--- src/rtl/bin_to_ex3_seq.sv ---
// Binary to excess-3 encoder using iterative double-dabble, one shift per clock.
// Latency: W cycles from acceptance to out_valid. Out-of-range inputs take 1 cycle.
// Backpressure: in_ready is high only in IDLE, and the result is held in DONE until out_ready.
// Optional macro BTOEX3_RANGE_CHECK_EN rejects inputs above LIMIT with error=1 and ex=0.
module bin_to_ex3_seq #(
   parameter int W     = 8,
   parameter int D     = 3,
   parameter int LIMIT = 255
) (
   input  logic           clk,
   input  logic           rst,
   input  logic [W-1:0]   b,
   input  logic           in_valid,
   output logic           in_ready,
   output logic [4*D-1:0] ex,
   output logic           out_valid,
   input  logic           out_ready,
   output logic           error,
   output logic           busy
);

   localparam int CW = $clog2(W + 1);

   typedef enum logic [1:0] {
      S_IDLE  = 2'd0,
      S_SHIFT = 2'd1,
      S_DONE  = 2'd2
   } state_t;

   // Reject configurations where D digits cannot hold the largest W-bit value.
   if (D < 1 || LIMIT < 0 || (64'(10) ** D) <= ((64'(1) << W) - 64'(1))) begin : g_bad_cfg
      $error("bin_to_ex3_seq: D too small for W, or LIMIT negative");
   end

   state_t         state_q, state_d;
   logic [W-1:0]   bin_q, bin_d;
   logic [4*D-1:0] bcd_q, bcd_d;
   logic [CW-1:0]  cnt_q, cnt_d;
   logic [4*D-1:0] ex_q, ex_d;
   logic           error_q, error_d;
   logic           out_valid_q, out_valid_d;

   logic [4*D-1:0] bcd_adj;
   logic [4*D-1:0] bcd_shift;
   logic [4*D-1:0] ex_fin;
   logic           out_of_range;

`ifdef BTOEX3_RANGE_CHECK_EN
   assign out_of_range = (int'(b) > LIMIT);
`else
   assign out_of_range = 1'b0;
`endif

   // One double-dabble step: add 3 to digits >= 5, shift in the binary MSB, then bias to excess-3.
   always_comb begin
      bcd_adj = bcd_q;
      for (int i = 0; i < D; i++) begin
         if (bcd_q[4*i +: 4] >= 4'd5) begin
            bcd_adj[4*i +: 4] = bcd_q[4*i +: 4] + 4'd3;
         end
      end
      bcd_shift = {bcd_adj[4*D-2:0], bin_q[W-1]};
      ex_fin = '0;
      for (int i = 0; i < D; i++) begin
         ex_fin[4*i +: 4] = bcd_shift[4*i +: 4] + 4'd3;
      end
   end

   // Next-state and datapath control for the IDLE / SHIFT / DONE sequence.
   always_comb begin
      state_d     = state_q;
      bin_d       = bin_q;
      bcd_d       = bcd_q;
      cnt_d       = cnt_q;
      ex_d        = ex_q;
      error_d     = error_q;
      out_valid_d = out_valid_q;
      case (state_q)
         S_IDLE: begin
            if (in_valid) begin
               bin_d   = b;
               bcd_d   = '0;
               cnt_d   = CW'(W);
               // An out-of-range word is flagged here and resolved on the first SHIFT edge,
               // so it reaches DONE one cycle after acceptance without any shifting.
               error_d = out_of_range;
               state_d = S_SHIFT;
            end
         end
         S_SHIFT: begin
            if (error_q) begin
               ex_d        = '0;
               out_valid_d = 1'b1;
               state_d     = S_DONE;
            end else begin
               bin_d = bin_q << 1;
               bcd_d = bcd_shift;
               cnt_d = cnt_q - CW'(1);
               if (cnt_q == CW'(1)) begin
                  ex_d        = ex_fin;
                  out_valid_d = 1'b1;
                  state_d     = S_DONE;
               end
            end
         end
         S_DONE: begin
            if (out_ready) begin
               out_valid_d = 1'b0;
               state_d     = S_IDLE;
            end
         end
         default: begin
            state_d     = S_IDLE;
            out_valid_d = 1'b0;
         end
      endcase
   end

   // State and datapath registers; reset abandons any conversion in flight.
   always_ff @(posedge clk) begin
      if (rst) begin
         state_q     <= S_IDLE;
         bin_q       <= '0;
         bcd_q       <= '0;
         cnt_q       <= '0;
         ex_q        <= '0;
         error_q     <= 1'b0;
         out_valid_q <= 1'b0;
      end else begin
         state_q     <= state_d;
         bin_q       <= bin_d;
         bcd_q       <= bcd_d;
         cnt_q       <= cnt_d;
         ex_q        <= ex_d;
         error_q     <= error_d;
         out_valid_q <= out_valid_d;
      end
   end

   assign in_ready  = (state_q == S_IDLE);
   assign busy      = (state_q != S_IDLE);
   assign ex        = ex_q;
   assign out_valid = out_valid_q;
   assign error     = error_q;

endmodule

--- config.mk ---
export PLATFORM = sky130hd
export DESIGN_NAME = bin_to_ex3_seq
export DESIGN_NICKNAME = d
export VERILOG_FILES = /design/src/rtl/bin_to_ex3_seq.sv
export SDC_FILE = /design/constraint.sdc
export NUM_CORES = 1
export LEC_CHECK = 0
export CORE_MARGIN = 10
export CORE_UTILIZATION = 58
export CTS_CLUSTER_DIAMETER = 150
export DETAILED_ROUTE_END_ITERATION = 8
export GPL_TIMING_DRIVEN = 0
export PLACE_DENSITY = 0.89
export SLEW_MARGIN = 30
export SYNTH_ARGS = -nofsm -noshare
export SYNTH_HDL_FRONTEND = slang
export SYNTH_SLANG_ARGS = --single-unit
--- constraint.sdc ---
create_clock -name clk -period 4.4 [get_ports clk]
set_input_delay 0.88 -clock clk [delete_from_list [all_inputs] [get_ports clk]]
set_output_delay 0.88 -clock clk [all_outputs]
set_load 0.02 [all_outputs]
==> results_tabular.tex, run 1 <==
\begin{tabular}{lr}
\hline
Metric & Value \\
\hline
\multicolumn{2}{l}{\textbf{Pwr}} \\
Switching share of power & 24.55\% \\
Pwr per Cell Area & 316.7 nW/um\^{}2 \\
Power, Total & 0.0007846 W \\
P\_int & 0.0005919 W \\
Proportion of power drawn by combinational gates & 13.9\% \\
Clock network fraction of total power & 38.1\% \\
IR Drop Worst-Case VDD & 275.0 uV \\
Leakage Power & 0.8918 nW \\
Net Sw Power & 0.0001927 W \\
Sequential group share of total power & 48.0\% \\
\multicolumn{2}{l}{\textbf{Drt}} \\
Via density per instance & 5.639 \\
Number of routed nets with antenna violations & 0 \\
Total vias in the final route & 1923 \\
Detailed-route DRC error count & 0 \\
Final wirelength & 4.959 mm \\
Drt initial violations & 158 \\
Avg WL per Cell & 14.54 um \\
Drt first pass iters & 4 \\
\multicolumn{2}{l}{\textbf{Timing}} \\
Least-Margin Pin Slew & 596.6 ps \\
Max-slew headroom at the worst pin & 60.22\% \\
Pins Over Slew Limit & 0 \\
Max Clock Skew & 14.65 ps \\
TNS Setup & 0 ps \\
Final setup fails & 0 \\
Unrepaired setup endpoints after global routing & false \\
Maximum achievable frequency & 315.1 MHz \\
Final period utilization & 72.12\% \\
Time the final worst path needs with I/O delays and setup & 3173 ps \\
Hold violation count in the final report & 0 \\
\multicolumn{2}{l}{\textbf{Logic synthesis}} \\
Fraction of post-synthesis cell area in the top cell type by area & 37.75\% \\
Yosys reg bits & 39 \\
Syn nets & 284 \\
Area leader, netlist & sky130\_fd\_sc\_hd\_\_dfxtp\_1 \\
Share of the yosys chip area belonging to registers & 37.75\% \\
Cell area after technology mapping & 2068 sq um \\
Number of standard cells after synthesis & 262 \\
Number of distinct library cell variants in the gate-level netlist after synthesis & 42 \\
Synthesized area divided by synthesized cell count & 7.894 sq um \\
Largest cells by area after synthesis & sky130\_fd\_sc\_hd\_\_dfxtp\_1, sky130\_fd\_sc\_hd\_\_nor2\_1, sky130\_fd\_sc\_hd\_\_a21oi\_1 \\
Yosys warning total & 0 \\
\multicolumn{2}{l}{\textbf{Global route}} \\
Overall routing resource usage & 16.09\% \\
Number of antenna violations at the first check in global routing & 0 \\
First-pass GRT wire length & 8.293 mm \\
Maximum number of pins on one net before global-route repair & 13 \\
Vias in the first global route & 1858 \\
Total overflow reported by the global router & 0 \\
\multicolumn{2}{l}{\textbf{Clock network}} \\
Clock tree from TritonCTS & built \\
Quantity of hold-fixing buffers added after cts & 0 \\
Post-cts repair resize count & 0 \\
CTS Root Buffer Type & sky130\_fd\_sc\_hd\_\_clkbuf\_4 \\
CTS Buf Count & 5 \\
Register clock-pin slew on the reported worst setup and hold paths & 120 ps \\
Maximum level of the CTS H-tree & 2 \\
Sink Count & 39 \\
Clock insertion delay at the later pin of the skew report & 370 ps \\
Count of buffers added by post-CTS timing repair for setup & 0 \\
Buffer levels on the longest clock path & 2 \\
\multicolumn{2}{l}{\textbf{Place}} \\
Count of input and output buffers & 25 \\
Placed cell areas & 2376 sq um \\
Final RePlAce weighted congestion & 0.8675 \\
Placed instance count & 333 \\
Detailed placer's ending HPWL & 3.614 mm \\
\multicolumn{2}{l}{\textbf{Min path}} \\
Hold worst-path end & ex[6] \\
Hold depth & 2 \\
Min-delay src & ex[6] \\
Class of the most critical hold timing path & flop to flop \\
\multicolumn{2}{l}{\textbf{Final layout}} \\
Top library cells by usage in the layout, fill and taps aside & sky130\_fd\_sc\_hd\_\_nor2\_1, sky130\_fd\_sc\_hd\_\_dfxtp\_1, sky130\_fd\_sc\_hd\_\_a21oi\_1 \\
Finished Cell Area & 2477 sq um \\
Fraction of final layout cells with drive strength greater than 1 & 6.102\% \\
Number of standard cells in the final layout excluding fillers & 341 \\
Most common cell after layout, fill and taps aside & sky130\_fd\_sc\_hd\_\_nor2\_1 \\
Area Overhead vs Synth & 19.78\% \\
Final layout net count & 316 \\
Diode insertion count for antenna repair & 0 \\
\multicolumn{2}{l}{\textbf{Floorplan}} \\
Initial Util & 61.02\% \\
Floorplan die width & 79.72 um \\
Top-level I/O count & 28 \\
Area of the die & 6354 sq um \\
Core area & 3390 sq um \\
Die height & 79.72 um \\
Core Rows & 21 \\
\multicolumn{2}{l}{\textbf{Worst setup path}} \\
Reg-to-reg slack, setup & 2340 ps \\
Crit path DAT & 2290 ps \\
Largest fanout on the critical path & 10 \\
Cells on worst reg2reg path & 6 \\
Crit Path Category & flop to primary output \\
Critical register-to-register path endpoint & ex[11] \\
Setup crit end kind & primary output \\
Type of element launching the critical path & flop \\
Launching point of the worst reg2reg path & cnt\_q[0] \\
Req. time, crit path & 3520 ps \\
Critical path startpoint & state\_q[0] \\
\multicolumn{2}{l}{\textbf{Flow run}} \\
Number of max-cap violations & 0 \\
\multicolumn{2}{l}{\textbf{Status}} \\
Outcome & finished clean \\
\hline
\end{tabular}
per-stage QoR:
step / utilization [%] / worst slack [ps] / hold WS, ps
after floorplan: - / 2253 / 436.8
after global placement: 70.10 / 1661 / 438.9
after detailed placement: 70.10 / 1630 / 448.2
after CTS: 73.09 / 1218 / 465.5
after global routing: 73.09 / 1079 / 496.1
final: 73.09 / 1227 / 461.5
per-layer routing:
metal / routed length (um) / up-vias / GRT usage [%]
li1: - / 972 / -
met1: 2142 / 908 / 17.58
met2: 2487 / 33 / 27.27
met3: 253 / 10 / 5.631
met4: 76 / 0 / 7.348
met5: 0 / - / 0
Yosys cell counts, drive strengths merged:
cell,number
a211o,2
a211oi,8
a21o,1
a21oi,28
a22oi,8
a2bb2oi,2
a31oi,3
a32oi,2
and2,1
buf,5
clkbuf,13
conb,1
dfxtp,39
ha,10
inv,15
mux2,2
mux2i,1
nand2,17
nand2b,4
nand3,5
nand3b,4
nor2,43
nor2b,7
nor3,11
nor3b,6
o2111ai,2
o21a,1
o21ai,10
o221a,1
o31a,2
o41ai,1
or2,1
or4,2
xnor2,3
xnor3,1
worst max-delay path by stage:
stage                     endpoint  slack [ps]  cells after the start
after floorplan               busy        2250                      4
after global placement        busy        1660                      5
after detailed placement      busy        1630                      5
after CTS                     busy        1220                      5
after global routing          busy        1080                      5
final                         busy        1230                      5
power by group through the flow:
| stage | logic, W | registers [W] | clock network [W] |
|---|---|---|---|
| global route | 0.000122 | 0.000379 | 0.000314 |
| global placement | 0.000106 | 0.000384 | 0 |
| floorplan | 0.0000714 | 0.000385 | 0 |
| finish | 0.000109 | 0.000377 | 0.000299 |
| detailed placement | 0.000109 | 0.000385 | 0 |
| CTS | 0.000109 | 0.000377 | 0.000301 |
cells by family (layout without fill, tap and decap cells):
| family | count (synthesis) | count (layout) | synth area share [%] |
|---|---|---|---|
| and+or+nand+nor | 101 | 101 | 23.53 |
| other | 1 | 1 | 0.1813 |
| muxes | 3 | 3 | 1.754 |
| AOI/OAI and AO/OA | 71 | 71 | 22.02 |
| DFF | 39 | 39 | 37.75 |
| xor gates and xnor gates | 4 | 4 | 2.360 |
| adders and majority gates | 10 | 10 | 6.050 |
| buffers and inverters | 33 | 66 | 6.352 |
area by class of cell:
cell class / count / area, sq um
multi-input cells: 190 / 1156
fillers: 277 / 912.1
flip-flops and latches: 39 / 780.7
repair buffers: 25 / 250.2
plain buffers: 18 / 75.07
clock inverters: 2 / 60.06
well taps: 46 / 57.56
inverters: 15 / 56.30
clock buffers: 6 / 41.29
critical path, stage by stage (launching register included):
cell,delay (ps)
sky130_fd_sc_hd__dfxtp_1,390
sky130_fd_sc_hd__clkbuf_1,310
sky130_fd_sc_hd__clkbuf_1,390
sky130_fd_sc_hd__nor2_1,140
sky130_fd_sc_hd__inv_1,80
sky130_fd_sc_hd__clkdlybuf4s50_1,610
sequential cells by signal (all words and copies together) (netlist names):
name       count
cnt_q          4
state_q        2
ex            12
out_valid      1
bin_q          8
bcd_q         12
Power figures use the tool's default switching activity.
==> run 2: changes to the inputs <==
CORE_UTILIZATION = 49   (was 58)
PLACE_DENSITY = 0.8   (was 0.89)
clock period = 2.65 ns   (was 4.4 ns; I/O delays follow)
==> results_tabular.tex, run 2 (same netlist as run 1, synthesis figures left out) <==
\begin{tabular}{lr}
\hline
Metric & Value \\
\hline
\multicolumn{2}{l}{\textbf{Status}} \\
Outcome & finished clean \\
\multicolumn{2}{l}{\textbf{Pwr}} \\
Power, Total & 0.001248 W (+59\%) \\
IR Drop Worst-Case VDD & 360.4 uV (+31\%) \\
Proportion of power drawn by combinational gates & 14.2\% (+0.3 points) \\
Clock network fraction of total power & 35.5\% (-2.6 points) \\
P\_int & 0.0009256 W (+56\%) \\
Switching share of power & 25.81\% (+1.3 points) \\
Leakage Power & 0.8928 nW (+0.12\%) \\
Pwr per Cell Area & 503.4 nW/um\^{}2 (+59\%) \\
Net Sw Power & 0.0003221 W (+67\%) \\
Sequential group share of total power & 50.3\% (+2.3 points) \\
\multicolumn{2}{l}{\textbf{Final layout}} \\
Most common cell after layout, fill and taps aside & sky130\_fd\_sc\_hd\_\_nor2\_1 \\
Top library cells by usage in the layout, fill and taps aside & sky130\_fd\_sc\_hd\_\_nor2\_1, sky130\_fd\_sc\_hd\_\_dfxtp\_1, sky130\_fd\_sc\_hd\_\_a21oi\_1 \\
Core Util, Final & 61.52\% (-12 points) \\
Diode insertion count for antenna repair & 0 (unchanged) \\
Sequential cell area & 780.7 sq um (unchanged) \\
Finished Cell Area & 2479 sq um (about the same) \\
Filler cells & 373 (+35\%) \\
Fraction of final layout cells with drive strength greater than 1 & 6.463\% (+0.36 points) \\
Area occupied by multi-input gates & 1156 sq um (unchanged) \\
Final layout net count & 315 (-0.32\%) \\
Area Overhead vs Synth & 19.84\% (about the same) \\
\multicolumn{2}{l}{\textbf{Global route}} \\
Vias in the first global route & 1789 (-3.7\%) \\
Total overflow reported by the global router & 0 (unchanged) \\
Number of antenna violations at the first check in global routing & 0 (unchanged) \\
First-pass GRT wire length & 8.066 mm (-2.7\%) \\
Overall routing resource usage & 13.12\% (-3.0 points) \\
Maximum number of pins on one net before global-route repair & 12 (-1) \\
\multicolumn{2}{l}{\textbf{Clock network}} \\
Clock insertion delay at the later pin of the skew report & 290 ps (-80 ps) \\
Clock tree from TritonCTS & built \\
Count of buffers added by post-CTS timing repair for setup & 0 (unchanged) \\
CTS Buf Count & 5 (unchanged) \\
Maximum level of the CTS H-tree & 2 (unchanged) \\
Buffer levels on the longest clock path & 2 (unchanged) \\
Sink Count & 39 (unchanged) \\
Register clock-pin slew on the reported worst setup and hold paths & 80 ps (-40 ps) \\
CTS Root Buffer Type & sky130\_fd\_sc\_hd\_\_clkbuf\_8 \\
\multicolumn{2}{l}{\textbf{Drt}} \\
Drt initial violations & 161 (+1.9\%) \\
Via density per instance & 5.564 (-1.3\%) \\
Detailed-route DRC error count & 0 (unchanged) \\
Total vias in the final route & 1914 (-0.47\%) \\
Avg WL per Cell & 13.80 um (-5.1\%) \\
Drt first pass iters & 4 (unchanged) \\
Final wirelength & 4.746 mm (-4.3\%) \\
Number of routed nets with antenna violations & 0 (unchanged) \\
\multicolumn{2}{l}{\textbf{Worst setup path}} \\
Cells on worst reg2reg path & 10 (+4) \\
Critical path startpoint & state\_q[1] \\
Crit path DAT & 1970 ps (-320 ps) \\
Critical register-to-register path endpoint & ex[6] \\
Crit Path Category & flop to primary output \\
Largest fanout on the critical path & 10 (unchanged) \\
Req. time, crit path & 2120 ps (-1400 ps) \\
Type of element launching the critical path & flop \\
Reg-to-reg slack, setup & 610 ps (-1730 ps) \\
Launching point of the worst reg2reg path & bcd\_q[4] \\
Setup crit end kind & primary output \\
\multicolumn{2}{l}{\textbf{Min path}} \\
Min-delay src & ex[10] \\
Hold worst-path end & ex[10] \\
Hold depth & 2 (unchanged) \\
Class of the most critical hold timing path & flop to flop \\
\multicolumn{2}{l}{\textbf{Timing}} \\
Worst hold slack across all endpoints & 456.8 ps (-4.640 ps) \\
Unrepaired setup endpoints after global routing & false \\
Time the final worst path needs with I/O delays and setup & 2499 ps \\
Final setup fails & 0 (unchanged) \\
Max-slew headroom at the worst pin & 63.03\% (+2.8 points) \\
Max Clock Skew & 7.949 ps (-6.703 ps) \\
TNS Setup & 0 ps (unchanged) \\
Hold violation count in the final report & 0 (unchanged) \\
Final period utilization & 94.29\% \\
Least-Margin Pin Slew & 554.6 ps (-42.08 ps) \\
Maximum achievable frequency & 400.2 MHz \\
Pins Over Slew Limit & 0 (unchanged) \\
\multicolumn{2}{l}{\textbf{Floorplan}} \\
Initial Util & 51.34\% (-9.7 points) \\
Die height & 84.97 um (+6.6\%) \\
Area of the die & 7220 sq um (+14\%) \\
Top-level I/O count & 28 (unchanged) \\
Core Rows & 23 (+9.5\%) \\
Floorplan die width & 84.97 um (+6.6\%) \\
Core area & 4029 sq um (+19\%) \\
\multicolumn{2}{l}{\textbf{Place}} \\
Detailed placer's ending HPWL & 3.392 mm (-6.1\%) \\
Final RePlAce weighted congestion & 0.7585 (-13\%) \\
Placed cell areas & 2381 sq um (+0.21\%) \\
Count of input and output buffers & 25 (unchanged) \\
\multicolumn{2}{l}{\textbf{Flow run}} \\
Number of max-cap violations & 0 (unchanged) \\
\hline
\end{tabular}
==> run 2: worst max path at each step <==
stage,cells past startpoint,slack (ps),end
floorplan,7,830,ex[7]
global placement,5,260,busy
detailed placement,5,230,busy
CTS,5,60,busy
global route,4,20,busy
finish,4,150,busy
==> run 2: power by group through the flow <==
stage	sequential [W]	clock [W]	combinational, W
CTS	0.000624	0.000447	0.000181
global route	0.000630	0.000468	0.000200
finish	0.000627	0.000443	0.000178
floorplan	0.000639	0	0.000119
detailed placement	0.000638	0	0.000180
global placement	0.000637	0	0.000176
==> run 2: layer usage <==
layer	part of all wire, %	GRT usage, %	up-vias
met5	0	0	-
met4	1.9	6.437	0
met3	5.0	2.964	8
met2	48	21.12	38
met1	45	15.98	895
li1	-	-	973
==> run 2: layout make-up <==
class                   instances  area share [%]
clock buffers                   8           4.038
multi-input cells             190           46.64
well taps                      50           2.524
plain buffers                  17           2.928
repair buffers                 25           10.10
flip-flops and latches         39           31.50
inverters                      15           2.272
==> run 2: worst max-delay path, stage by stage, from the launching register on <==
cell,delay [ps]
sky130_fd_sc_hd__dfxtp_1,470
sky130_fd_sc_hd__clkbuf_1,400
sky130_fd_sc_hd__nor2_1,130
sky130_fd_sc_hd__inv_1,80
sky130_fd_sc_hd__clkdlybuf4s50_1,600
==> run 2: timing repair <==
item	CTS	global route
resized for setup	1	0
cloned	0	0
hold buffers	0	0
setup endpoints to repair	1	1
==> run 2: metrics by stage <==
step,worst slack (ps),cells
4_1_cts,55.10,345
3_3_place_gp,255.8,337
6_report,151.4,344
2_1_floorplan,833.8,262
5_1_grt,18.67,344
3_5_place_dp,232.2,337
==> run 3: changes to the inputs <==
CORE_UTILIZATION = 54   (was 49)
PLACE_DENSITY = 0.79   (was 0.8)
clock period = 2.3 ns   (was 2.65 ns; I/O delays follow)
==> results_tabular.tex, run 3 (same netlist as run 1, synthesis figures left out) <==
\begin{tabular}{lr}
\hline
Metric & Value \\
\hline
\multicolumn{2}{l}{\textbf{Final layout}} \\
Top library cells by usage in the layout, fill and taps aside & sky130\_fd\_sc\_hd\_\_nor2\_1, sky130\_fd\_sc\_hd\_\_dfxtp\_1, sky130\_fd\_sc\_hd\_\_a21oi\_1 \\
Fraction of final layout cells with drive strength greater than 1 & 7.167\% (+0.70 points) \\
Most common cell after layout, fill and taps aside & sky130\_fd\_sc\_hd\_\_nor2\_1 \\
Final layout net count & 314 (-0.32\%) \\
Diode insertion count for antenna repair & 0 (unchanged) \\
Area Overhead vs Synth & 19.24\% \\
Finished Cell Area & 2466 sq um (-0.50\%) \\
\multicolumn{2}{l}{\textbf{Timing}} \\
Hold violation count in the final report & 0 (unchanged) \\
Final setup fails & 0 (unchanged) \\
TNS Setup & 0 ps (unchanged) \\
Unrepaired setup endpoints after global routing & false \\
Time the final worst path needs with I/O delays and setup & 2152 ps \\
Least-Margin Pin Slew & 561.1 ps (+6.574 ps) \\
Maximum achievable frequency & 464.6 MHz \\
Pins Over Slew Limit & 0 (unchanged) \\
Max Clock Skew & 9.744 ps (+1.795 ps) \\
Max-slew headroom at the worst pin & 62.59\% (-0.44 points) \\
Final period utilization & 93.58\% \\
\multicolumn{2}{l}{\textbf{Worst setup path}} \\
Ordered cell list for the critical path & clkbuf\_4 > nor2\_1 > clkdlybuf4s50\_1 \\
Slowest cell on the critical path & sky130\_fd\_sc\_hd\_\_clkdlybuf4s50\_1 \\
Buf+Inv Stages, Crit Path & 2 (-1) \\
Crit Path Category & flop to primary output \\
Kind of cell adding the most delay to the critical path & buffers and inverters \\
Type of element launching the critical path & flop \\
Crit path DAT & 1690 ps (-280 ps) \\
Req. time, crit path & 1840 ps (-280 ps) \\
Setup crit end kind & primary output \\
Peak per-stage delay on the critical path & 650 ps (+50 ps) \\
Largest fanout on the critical path & 10 (unchanged) \\
Launching point of the worst reg2reg path & bcd\_q[4] \\
Critical path startpoint & state\_q[1] \\
\multicolumn{2}{l}{\textbf{Place}} \\
Count of input and output buffers & 25 (unchanged) \\
Placed cell areas & 2379 sq um (-0.10\%) \\
Detailed placer's ending HPWL & 3.367 mm (-0.72\%) \\
Final RePlAce weighted congestion & 0.8028 (+5.8\%) \\
\multicolumn{2}{l}{\textbf{Pwr}} \\
IR Drop Worst-Case VDD & 335.3 uV (-7.0\%) \\
Pwr per Cell Area & 558.3 nW/um\^{}2 (+11\%) \\
Leakage Power & 0.8927 nW (about the same) \\
\multicolumn{2}{l}{\textbf{Global route}} \\
First-pass GRT wire length & 7.728 mm (-4.2\%) \\
Vias in the first global route & 1704 (-4.8\%) \\
Overall routing resource usage & 14.66\% (+1.5 points) \\
Maximum number of pins on one net before global-route repair & 14 (+2) \\
Number of antenna violations at the first check in global routing & 0 (unchanged) \\
Total overflow reported by the global router & 0 (unchanged) \\
\multicolumn{2}{l}{\textbf{Drt}} \\
Drt initial violations & 110 (-32\%) \\
Detailed-route DRC error count & 0 (unchanged) \\
Via density per instance & 5.493 (-1.3\%) \\
Drt first pass iters & 4 (unchanged) \\
Final wirelength & 4.614 mm (-2.8\%) \\
Number of routed nets with antenna violations & 0 (unchanged) \\
Avg WL per Cell & 13.53 um (-1.9\%) \\
Total vias in the final route & 1873 (-2.1\%) \\
\multicolumn{2}{l}{\textbf{Floorplan}} \\
Floorplan die width & 81.89 um (-3.6\%) \\
Core Rows & 22 (-4.3\%) \\
Initial Util & 56.07\% (+4.7 points) \\
Area of the die & 6705 sq um (-7.1\%) \\
Top-level I/O count & 28 (unchanged) \\
Core area & 3689 sq um (-8.4\%) \\
Die height & 81.89 um (-3.6\%) \\
\multicolumn{2}{l}{\textbf{Flow run}} \\
Number of max-cap violations & 0 (unchanged) \\
\multicolumn{2}{l}{\textbf{Clock network}} \\
Buffer levels on the longest clock path & 2 (unchanged) \\
Clock tree from TritonCTS & built \\
CTS Root Buffer Type & sky130\_fd\_sc\_hd\_\_clkbuf\_8 \\
CTS Buf Count & 5 (unchanged) \\
Maximum level of the CTS H-tree & 2 (unchanged) \\
Register clock-pin slew on the reported worst setup and hold paths & 80 ps (about the same) \\
Quantity of hold-fixing buffers added after cts & 0 (unchanged) \\
Sink Count & 39 (unchanged) \\
Clock insertion delay at the later pin of the skew report & 300 ps (about the same) \\
\multicolumn{2}{l}{\textbf{Min path}} \\
Class of the most critical hold timing path & flop to flop \\
Min-delay src & ex[10] \\
\multicolumn{2}{l}{\textbf{Status}} \\
Outcome & finished clean \\
\hline
\end{tabular}
-- run 3: changes by cell type in the layout (fill, tap and decap cells not counted), sizes merged --
cell    change
clkinv      +1
clkbuf      -2
-- run 3: repair_timing --
| item | in CTS | in global routing |
|---|---|---|
| buffers inserted | 0 | 0 |
| pin swaps | 0 | 0 |
| resized for setup | 3 | 4 |
| endpoints found under the setup margin | 2 | 3 |
-- run 3: final cells by class --
cell class | instances | area (sq um)
Buffer | 16 | 71.32
Fill cell | 344 | 1222
Multi-Input combinational cell | 190 | 1164
Timing Repair Buffer | 25 | 250.2
Clock inverter | 1 | 5.005
Clock buffer | 7 | 76.32
Inverter | 15 | 56.30
Sequential cell | 39 | 783.3
Tap cell | 48 | 60.06
-- run 3: stage by stage --
step | total power, W | util (%) | setup WS (ps) | cells | hold slack (ps)
after global placement | 0.0009372 | 64.48 | -42.53 | 335 | 441.1
after detailed placement | 0.0009416 | 64.48 | -61.48 | 335 | 446.2
after floorplan | 0.0008732 | - | 483.8 | 262 | 436.8
after CTS | 0.001387 | 66.69 | 28.17 | 342 | 455.8
final | 0.001377 | 66.86 | 147.7 | 341 | 451.3
after global routing | 0.001443 | 66.86 | 47.13 | 341 | 473.4
-- run 3: report_power, final --
part / switching (W) / internal, W / total (W)
registers: 0.0000236 / 0.000703 / 0.000726
clock network: 0.000241 / 0.000213 / 0.000454
logic: 0.000107 / 0.0000895 / 0.000197
-- run 3: layer usage --
metal  GRT usage [%]  share of wire (%)  up-vias
met5               0                  0        -
met4           5.442                1.6        0
met3           5.131                5.1        8
met2           24.22                 47       31
met1           17.12                 47      862
li1                -                  -      972
-- run 3: tightest hold or removal path: cells and delay by family (launching register included) --
kind | cells | cell delay (ps)
flip-flops | 1 | 310
AND/OR/NAND/NOR | 1 | 50
AO/OA/AOI/OAI | 1 | 50
-- run 3: worst paths after layout --
path | endpoint | slack (ps) | depth (start not counted)
max | in_ready | 150 | 3
min | ex[10] | 450 | 2
max reg2reg | ex[10] | 200 | 10
min reg2reg | ex[10] | 450 | 2
